**config.mk**
```make
export PLATFORM = sky130hd
export DESIGN_NAME = sip_shift_accumulator_flat
export DESIGN_NICKNAME = d
export VERILOG_FILES = /design/src/rtl/sip_shift_accumulator_if.sv /design/src/rtl/sip_shift_accumulator.sv /design/src/flat_wrapper.sv
export SDC_FILE = /design/constraint.sdc
export NUM_CORES = 1
export LEC_CHECK = 0
export ABC_AREA = 0
export CAP_MARGIN = 20
export CORE_UTILIZATION = 45
export DETAILED_ROUTE_END_ITERATION = 12
export PLACE_DENSITY_LB_ADDON = 0.15
export SYNTH_ARGS = -nofsm -noshare
export SYNTH_HDL_FRONTEND = slang
export SYNTH_SLANG_ARGS = --single-unit
```
**constraint.sdc**
```tcl
create_clock -name i_CLK -period 3.8 [get_ports i_CLK]
set_input_delay 0.57 -clock i_CLK [delete_from_list [all_inputs] [get_ports i_CLK]]
set_output_delay 0.57 -clock i_CLK [all_outputs]
set_load 0.03 [all_outputs]
```
**src/rtl/sip_shift_accumulator_if.sv**
```systemverilog
// Stream interface between the SIP adder tree, the shift accumulator and the result consumer.
// Carries the partial-sum beat channel and the valid/ready result channel.
interface sip_shift_accumulator_if #(
  parameter int BITS_IN  = 10,
  parameter int BITS_ACC = 24,
  parameter int SHIFT_W  = 4,
  parameter int CNT_W    = 5
);
  logic signed [BITS_IN-1:0]  i_Psum;
  logic        [SHIFT_W-1:0]  i_Shift;
  logic                       i_Valid;
  logic                       i_Last;
  logic                       i_Flush;
  logic                       o_Ready;
  logic signed [BITS_ACC-1:0] o_Acc;
  logic        [CNT_W-1:0]    o_Beats;
  logic                       o_Forced;
  logic                       o_Ovf;
  logic                       o_Valid;
  logic                       i_Ready;

  modport slave (
    input  i_Psum, i_Shift, i_Valid, i_Last, i_Flush, i_Ready,
    output o_Ready, o_Acc, o_Beats, o_Forced, o_Ovf, o_Valid
  );

  modport master (
    output i_Psum, i_Shift, i_Valid, i_Last, i_Flush, i_Ready,
    input  o_Ready, o_Acc, o_Beats, o_Forced, o_Ovf, o_Valid
  );
endinterface

```
**src/rtl/sip_shift_accumulator.sv**
```systemverilog
// Shifts each signed dot-sum by its slice significance and accumulates one group into a wide result.
// Optional macro SIP_ACC_SATURATE_EN: saturating arithmetic with a sticky per-group overflow flag.
module sip_shift_accumulator #(
  parameter int BITS_IN   = 10,
  parameter int BITS_ACC  = 24,
  parameter int SHIFT_W   = 4,
  parameter int MAX_BEATS = 16,
  parameter int CNT_W     = 5
) (
  input  logic                     i_CLK,
  input  logic                     i_RSTn,
  sip_shift_accumulator_if.slave   bus
);

  typedef enum logic [0:0] {
    ST_IDLE = 1'b0,
    ST_ACC  = 1'b1
  } state_e;

  localparam logic signed [BITS_ACC-1:0] ACC_ZERO = {BITS_ACC{1'b0}};
  localparam logic signed [BITS_ACC-1:0] ACC_MAX  = {1'b0, {(BITS_ACC-1){1'b1}}};
  localparam logic signed [BITS_ACC-1:0] ACC_MIN  = {1'b1, {(BITS_ACC-1){1'b0}}};
  localparam logic [CNT_W-1:0]           CNT_LAST = CNT_W'(MAX_BEATS - 1);
  localparam logic [CNT_W-1:0]           CNT_ZERO = {CNT_W{1'b0}};
  localparam logic [CNT_W-1:0]           CNT_ONE  = CNT_W'(1);
  localparam logic [31:0]                ACC_W32  = 32'(BITS_ACC);

  state_e                     state_q, state_d;
  logic signed [BITS_ACC-1:0] acc_q, acc_d;
  logic        [CNT_W-1:0]    cnt_q, cnt_d;
  logic                       ovf_q, ovf_d;
  logic                       rdy_en_q;

  logic                       out_valid_q;
  logic signed [BITS_ACC-1:0] out_acc_q;
  logic        [CNT_W-1:0]    out_beats_q;
  logic                       out_forced_q;
  logic                       out_ovf_q;

  logic                       ready_s;
  logic                       accept_s;
  logic                       close_s;
  logic                       load_s;
  logic                       shift_big_s;
  logic                       beat_ovf_s;
  logic signed [BITS_ACC-1:0] sext_s;
  logic signed [BITS_ACC-1:0] term_s;
  logic signed [BITS_ACC-1:0] base_s;
  logic signed [BITS_ACC-1:0] sum_raw_s;
  logic signed [BITS_ACC-1:0] sum_s;

  // ready is held low until the first clock after reset so nothing is taken while in reset
  assign ready_s     = rdy_en_q & (~out_valid_q | bus.i_Ready);
  assign accept_s    = bus.i_Valid & ready_s & ~bus.i_Flush;
  assign close_s     = bus.i_Last | (cnt_q == CNT_LAST);
  assign shift_big_s = ({{(32-SHIFT_W){1'b0}}, bus.i_Shift} >= ACC_W32);

  // Beat datapath: sign-extend, shift by slice significance, add to the running group sum
  always_comb begin
    sext_s     = {{(BITS_ACC-BITS_IN){bus.i_Psum[BITS_IN-1]}}, bus.i_Psum};
    term_s     = ACC_ZERO;
    beat_ovf_s = 1'b0;
    if (shift_big_s) begin
      term_s = ACC_ZERO;
`ifdef SIP_ACC_SATURATE_EN
      if (sext_s != ACC_ZERO) begin
        beat_ovf_s = 1'b1;
        term_s     = sext_s[BITS_ACC-1] ? ACC_MIN : ACC_MAX;
      end else begin
        term_s = ACC_ZERO;
      end
`endif
    end else begin
      term_s = sext_s << bus.i_Shift;
`ifdef SIP_ACC_SATURATE_EN
      // significant bits were lost if shifting back does not recover the operand
      if ((term_s >>> bus.i_Shift) != sext_s) begin
        beat_ovf_s = 1'b1;
        term_s     = sext_s[BITS_ACC-1] ? ACC_MIN : ACC_MAX;
      end else begin
        beat_ovf_s = 1'b0;
      end
`endif
    end
    base_s    = (state_q == ST_ACC) ? acc_q : ACC_ZERO;
    sum_raw_s = base_s + term_s;
    sum_s     = sum_raw_s;
`ifdef SIP_ACC_SATURATE_EN
    if ((base_s[BITS_ACC-1] == term_s[BITS_ACC-1]) &&
        (sum_raw_s[BITS_ACC-1] != base_s[BITS_ACC-1])) begin
      sum_s      = base_s[BITS_ACC-1] ? ACC_MIN : ACC_MAX;
      beat_ovf_s = 1'b1;
    end else begin
      sum_s = sum_raw_s;
    end
`endif
  end

  // Next-state logic
  always_comb begin
    state_d = state_q;
    if (bus.i_Flush) begin
      state_d = ST_IDLE;
    end else if (accept_s) begin
      state_d = close_s ? ST_IDLE : ST_ACC;
    end else begin
      state_d = state_q;
    end
  end

  // Accumulator/counter updates and result-load strobe
  always_comb begin
    acc_d  = acc_q;
    cnt_d  = cnt_q;
    ovf_d  = ovf_q;
    load_s = 1'b0;
    if (bus.i_Flush) begin
      acc_d = ACC_ZERO;
      cnt_d = CNT_ZERO;
      ovf_d = 1'b0;
    end else if (accept_s) begin
      if (close_s) begin
        acc_d  = ACC_ZERO;
        cnt_d  = CNT_ZERO;
        ovf_d  = 1'b0;
        load_s = 1'b1;
      end else begin
        acc_d = sum_s;
        cnt_d = cnt_q + CNT_ONE;
        ovf_d = ovf_q | beat_ovf_s;
      end
    end else begin
      acc_d = acc_q;
      cnt_d = cnt_q;
      ovf_d = ovf_q;
    end
  end

  // State and group accumulator registers
  always_ff @(posedge i_CLK or negedge i_RSTn) begin
    if (!i_RSTn) begin
      state_q  <= ST_IDLE;
      acc_q    <= ACC_ZERO;
      cnt_q    <= CNT_ZERO;
      ovf_q    <= 1'b0;
      rdy_en_q <= 1'b0;
    end else begin
      state_q  <= state_d;
      acc_q    <= acc_d;
      cnt_q    <= cnt_d;
      ovf_q    <= ovf_d;
      rdy_en_q <= 1'b1;
    end
  end

  // Result output register; data held while the consumer stalls
  always_ff @(posedge i_CLK or negedge i_RSTn) begin
    if (!i_RSTn) begin
      out_valid_q  <= 1'b0;
      out_acc_q    <= ACC_ZERO;
      out_beats_q  <= CNT_ZERO;
      out_forced_q <= 1'b0;
      out_ovf_q    <= 1'b0;
    end else if (load_s) begin
      out_valid_q  <= 1'b1;
      out_acc_q    <= sum_s;
      out_beats_q  <= cnt_q + CNT_ONE;
      out_forced_q <= ~bus.i_Last;
      out_ovf_q    <= ovf_q | beat_ovf_s;
    end else if (bus.i_Ready) begin
      out_valid_q  <= 1'b0;
    end else begin
      out_valid_q  <= out_valid_q;
    end
  end

  assign bus.o_Ready  = ready_s;
  assign bus.o_Valid  = out_valid_q;
  assign bus.o_Acc    = out_acc_q;
  assign bus.o_Beats  = out_beats_q;
  assign bus.o_Forced = out_forced_q;
  assign bus.o_Ovf    = out_ovf_q;

endmodule

```
**src/flat_wrapper.sv**
```systemverilog
// flat-port wrapper written by rule: the top's interface ports become plain ports
module sip_shift_accumulator_flat 
#(
  parameter int BITS_IN   = 10,
  parameter int BITS_ACC  = 24,
  parameter int SHIFT_W   = 4,
  parameter int MAX_BEATS = 16,
  parameter int CNT_W     = 5
)
  (i_CLK, i_RSTn, bus_i_Psum, bus_i_Shift, bus_i_Valid, bus_i_Last, bus_i_Flush, bus_i_Ready, bus_o_Ready, bus_o_Acc, bus_o_Beats, bus_o_Forced, bus_o_Ovf, bus_o_Valid);
  sip_shift_accumulator_if #(.BITS_IN(BITS_IN), .BITS_ACC(BITS_ACC), .SHIFT_W(SHIFT_W), .CNT_W(CNT_W)) bus_i ();
  input  logic i_CLK;
  input  logic i_RSTn;
  input wire logic [$bits(bus_i.i_Psum)-1:0] bus_i_Psum;
  input wire logic [$bits(bus_i.i_Shift)-1:0] bus_i_Shift;
  input wire logic [$bits(bus_i.i_Valid)-1:0] bus_i_Valid;
  input wire logic [$bits(bus_i.i_Last)-1:0] bus_i_Last;
  input wire logic [$bits(bus_i.i_Flush)-1:0] bus_i_Flush;
  input wire logic [$bits(bus_i.i_Ready)-1:0] bus_i_Ready;
  output wire logic [$bits(bus_i.o_Ready)-1:0] bus_o_Ready;
  output wire logic [$bits(bus_i.o_Acc)-1:0] bus_o_Acc;
  output wire logic [$bits(bus_i.o_Beats)-1:0] bus_o_Beats;
  output wire logic [$bits(bus_i.o_Forced)-1:0] bus_o_Forced;
  output wire logic [$bits(bus_i.o_Ovf)-1:0] bus_o_Ovf;
  output wire logic [$bits(bus_i.o_Valid)-1:0] bus_o_Valid;
  assign bus_i.i_Psum = bus_i_Psum;
  assign bus_i.i_Shift = bus_i_Shift;
  assign bus_i.i_Valid = bus_i_Valid;
  assign bus_i.i_Last = bus_i_Last;
  assign bus_i.i_Flush = bus_i_Flush;
  assign bus_i.i_Ready = bus_i_Ready;
  assign bus_o_Ready = bus_i.o_Ready;
  assign bus_o_Acc = bus_i.o_Acc;
  assign bus_o_Beats = bus_i.o_Beats;
  assign bus_o_Forced = bus_i.o_Forced;
  assign bus_o_Ovf = bus_i.o_Ovf;
  assign bus_o_Valid = bus_i.o_Valid;
  sip_shift_accumulator #(.BITS_IN(BITS_IN), .BITS_ACC(BITS_ACC), .SHIFT_W(SHIFT_W), .MAX_BEATS(MAX_BEATS), .CNT_W(CNT_W)) u_core (.i_CLK(i_CLK), .i_RSTn(i_RSTn), .bus(bus_i));
endmodule
```
==> metrics <==
status complete, no violations; nets 700; TritonCTS Buffers 9; Max Clk Rate 287 MHz; total grt overflow 0; gr usage total 26.6%; period utilisation layout 91.8%; root buffer cell clkbuf_8; R2R setup slack 950 ps; pin count of the biggest net entering global routing 47; clk_lat worst skew 350 ps; depth of the most critical reg-to-reg path 9; RR Endpoint u_core.acc_q[20]; DRC violation count after routing 0; Max VDD drop 0.274 mV; unrepaired setup endpoints after global routing false; Critical Path Sink u_core.acc_q[23]; Core Box Area 9770 µm²; slew margin rel. 50.0%; GP Congestion 0.904; top_reg_cell synth dfrtp_1; Yosys Warn Count 0; worst path required time 4030 ps; crit path capture type flop; Initial Util 46.2%; critical path type in2reg; htree depth 3; Critical Path Fanout Max 6; PD cells 348 nW/µm²; Iter 0 DRT Violations 204; Via Count 4355; P&R area growth vs syn 31.9%; RR Startpoint u_core.state_q; Die ar. 10500 µm²; syn_nets 586; WHS 217 ps; final hold vios 0; final setup vio count 0; post-synthesis register bit count 62; critical path arrival 3720 ps; worst min path class in2async; 1st-pass router iterations 5; count of flip-flops with a built-in enable after synthesis 0; Setup Buffers After CTS 0; CTS tree built; clock sinks 62; vias in the first global route 4266; P_leak 2.78 nW; Placed Cells 775; overall routed net length 12900 µm; Final min period 3490 ps; Cell Rows 36; Inserted Diodes 0; area leader, netlist dfrtp_1; WL/cell 16.2 µm; Clock transition at path regs 80 ps; Yosys top cell area share 34.3%; antenna-violating nets left 0; fin area 5960 µm²; share of layout cells above drive strength 1 19.7%; first-pass GRT wire length 21100 µm; TNS Setup 0 ps; sequential-to-total area share from yosys stat 34.3%; top cells by area, synth dfrtp_1 34%, nand2_1 7.0%, ha_1 6.9%; Pins Over Slew Limit 0; Async SR Flop Fraction 100%; Slew @ Worst Pin 750 ps; skew final 9.26 ps; Die Span X 102 µm; Worst setup startpoint bus_i_Shift[0]; cells after synthesis 540; via/cell ratio 5.50; initial antenna violation count 0; Max-cap violations 0; fin util 61.0%; IO buf count 51; io pins 53; Die H 102 µm; fin cells 792; area of the mapped netlist 4520 µm²; CP Launch Type input port; Max Buffers Root-to-Sink 2; DP HPWL 9900 µm; post-synth cell types 58; placed cell area 5670 µm²; Mean Syn Cell Area 8.37 µm²
-- critical path: stages --
cell and delay, ps:
clkdlybuf4s50_1 600, buf_4 190, mux2i_1 70, a21oi_1 270, a21oi_1 130, a21oi_1 300, ha_1 370, a21oi_1 210
o22ai_1 120, o41ai_1 290, buf_4 170, nand3_1 130, xnor2_1 200, o21ai_0 90
-- logic make-up (layout without fill, tap and decap cells) --
| family | Yosys count | in the layout | share of synthesized area [%] |
|---|---|---|---|
| buffers and inverters | 42 | 161 | 4.04 |
| other | 2 | 2 | 0.166 |
| xor gates and xnor gates | 20 | 20 | 3.87 |
| DFF | 62 | 62 | 34.3 |
| muxes | 30 | 30 | 7.17 |
| adders and majority gates | 26 | 26 | 7.36 |
| AOI/OAI and AO/OA | 146 | 146 | 21.3 |
| and+or+nand+nor | 212 | 212 | 21.8 |
-- worst min path at each step --
stage	from	cells past startpoint	endpoint	slack, ps
finish	i_RSTn	1	u_core.bus.o_Acc[10]	220
CTS	i_RSTn	1	u_core.bus.o_Acc[15]	450
global placement	u_core.bus.o_Acc[11]	2	u_core.bus.o_Acc[11]	460
floorplan	i_RSTn	0	u_core.acc_q[0]	270
global route	i_RSTn	1	u_core.bus.o_Acc[10]	240
detailed placement	u_core.bus.o_Acc[6]	2	u_core.bus.o_Acc[6]	460
-- synth_stat cells (7+ instances only) --
library cell,instances
and2_1,28
a21oi_1,42
nor3_1,11
nand4_1,11
inv_1,10
xor2_1,8
clkbuf_1,15
nand2_1,84
mux2i_1,14
nor2_1,42
nand3_1,15
o21ai_0,33
ha_1,25
o21ai_1,7
a22o_1,18
dfrtp_1,62
buf_2,10
mux2_2,15
xnor2_1,12
-- per-stage QoR --
step	setup WS [ps]	total power, mW
global placement	-170	1.38
detailed placement	-266	1.39
global route	102	2.18
CTS	92.7	2.08
finish	310	2.08
floorplan	461	1.11
-- cell type report --
cell class	count	area [µm²]
clock buffer	12	155
sequential	62	1550
inverter	10	37.5
clock inverter	4	77.6
fill	907	3810
timing repair buffer	135	1160
multi-input combinational	436	2820
tap	133	166
-- state kept, by name, indices dropped and copies added (netlist names) --
register / cells
u_core.bus.o_Acc: 24
u_core.bus.o_Forced: 1
u_core.acc_q: 24
u_core.bus.o_Valid: 1
u_core.rdy_en_q: 1
u_core.state_q: 1
u_core.cnt_q: 5
u_core.bus.o_Beats: 5
-- report_power, final --
part           internal, mW  switching, mW  leakage, nW  total [mW]
registers             0.722         0.0337        0.827       0.756
logic                 0.277          0.349         1.84       0.626
clock network         0.409          0.284        0.117       0.693
-- repair_timing --
action / 4_1_cts / 5_1_grt
setup endpoints to repair: 0 / 20
resized for setup: 0 / 7
hold buffers: 0 / 0
-- placed cells by master (no fill, tap or decap), types with 3 or more instances in the layout --
cell type | Yosys | final
clkbuf_8 | 0 | 11
mux2_2 | 15 | 15
nor2_1 | 42 | 42
a211oi_1 | 4 | 3
o21a_1 | 4 | 4
nor3_1 | 11 | 9
a22oi_1 | 5 | 5
nand4_1 | 11 | 11
clkdlybuf4s50_1 | 0 | 49
inv_1 | 10 | 10
o22ai_1 | 4 | 4
o211ai_1 | 5 | 5
o21ai_1 | 7 | 8
nor2b_1 | 4 | 4
nand2b_1 | 5 | 5
o21ai_0 | 33 | 32
nand2_1 | 84 | 84
xor2_1 | 8 | 8
xnor2_1 | 12 | 11
mux2i_1 | 14 | 14
o31ai_1 | 3 | 3
dfrtp_1 | 62 | 62
and3_1 | 4 | 4
buf_4 | 3 | 83
ha_1 | 25 | 25
a21oi_1 | 42 | 40
nand3_1 | 15 | 15
a21o_1 | 5 | 5
a22o_1 | 18 | 18
a21oi_2 | 1 | 3
and2_1 | 28 | 28
-- per-layer routing --
metal	GRT usage (%)	up-vias	wire length (µm)
met5	0	-	0
li1	-	2164	-
met1	35.1	2024	5970
met2	43.1	146	5860
met3	6.09	21	726
met4	9.01	0	302
(Power assumes the default switching activity.)
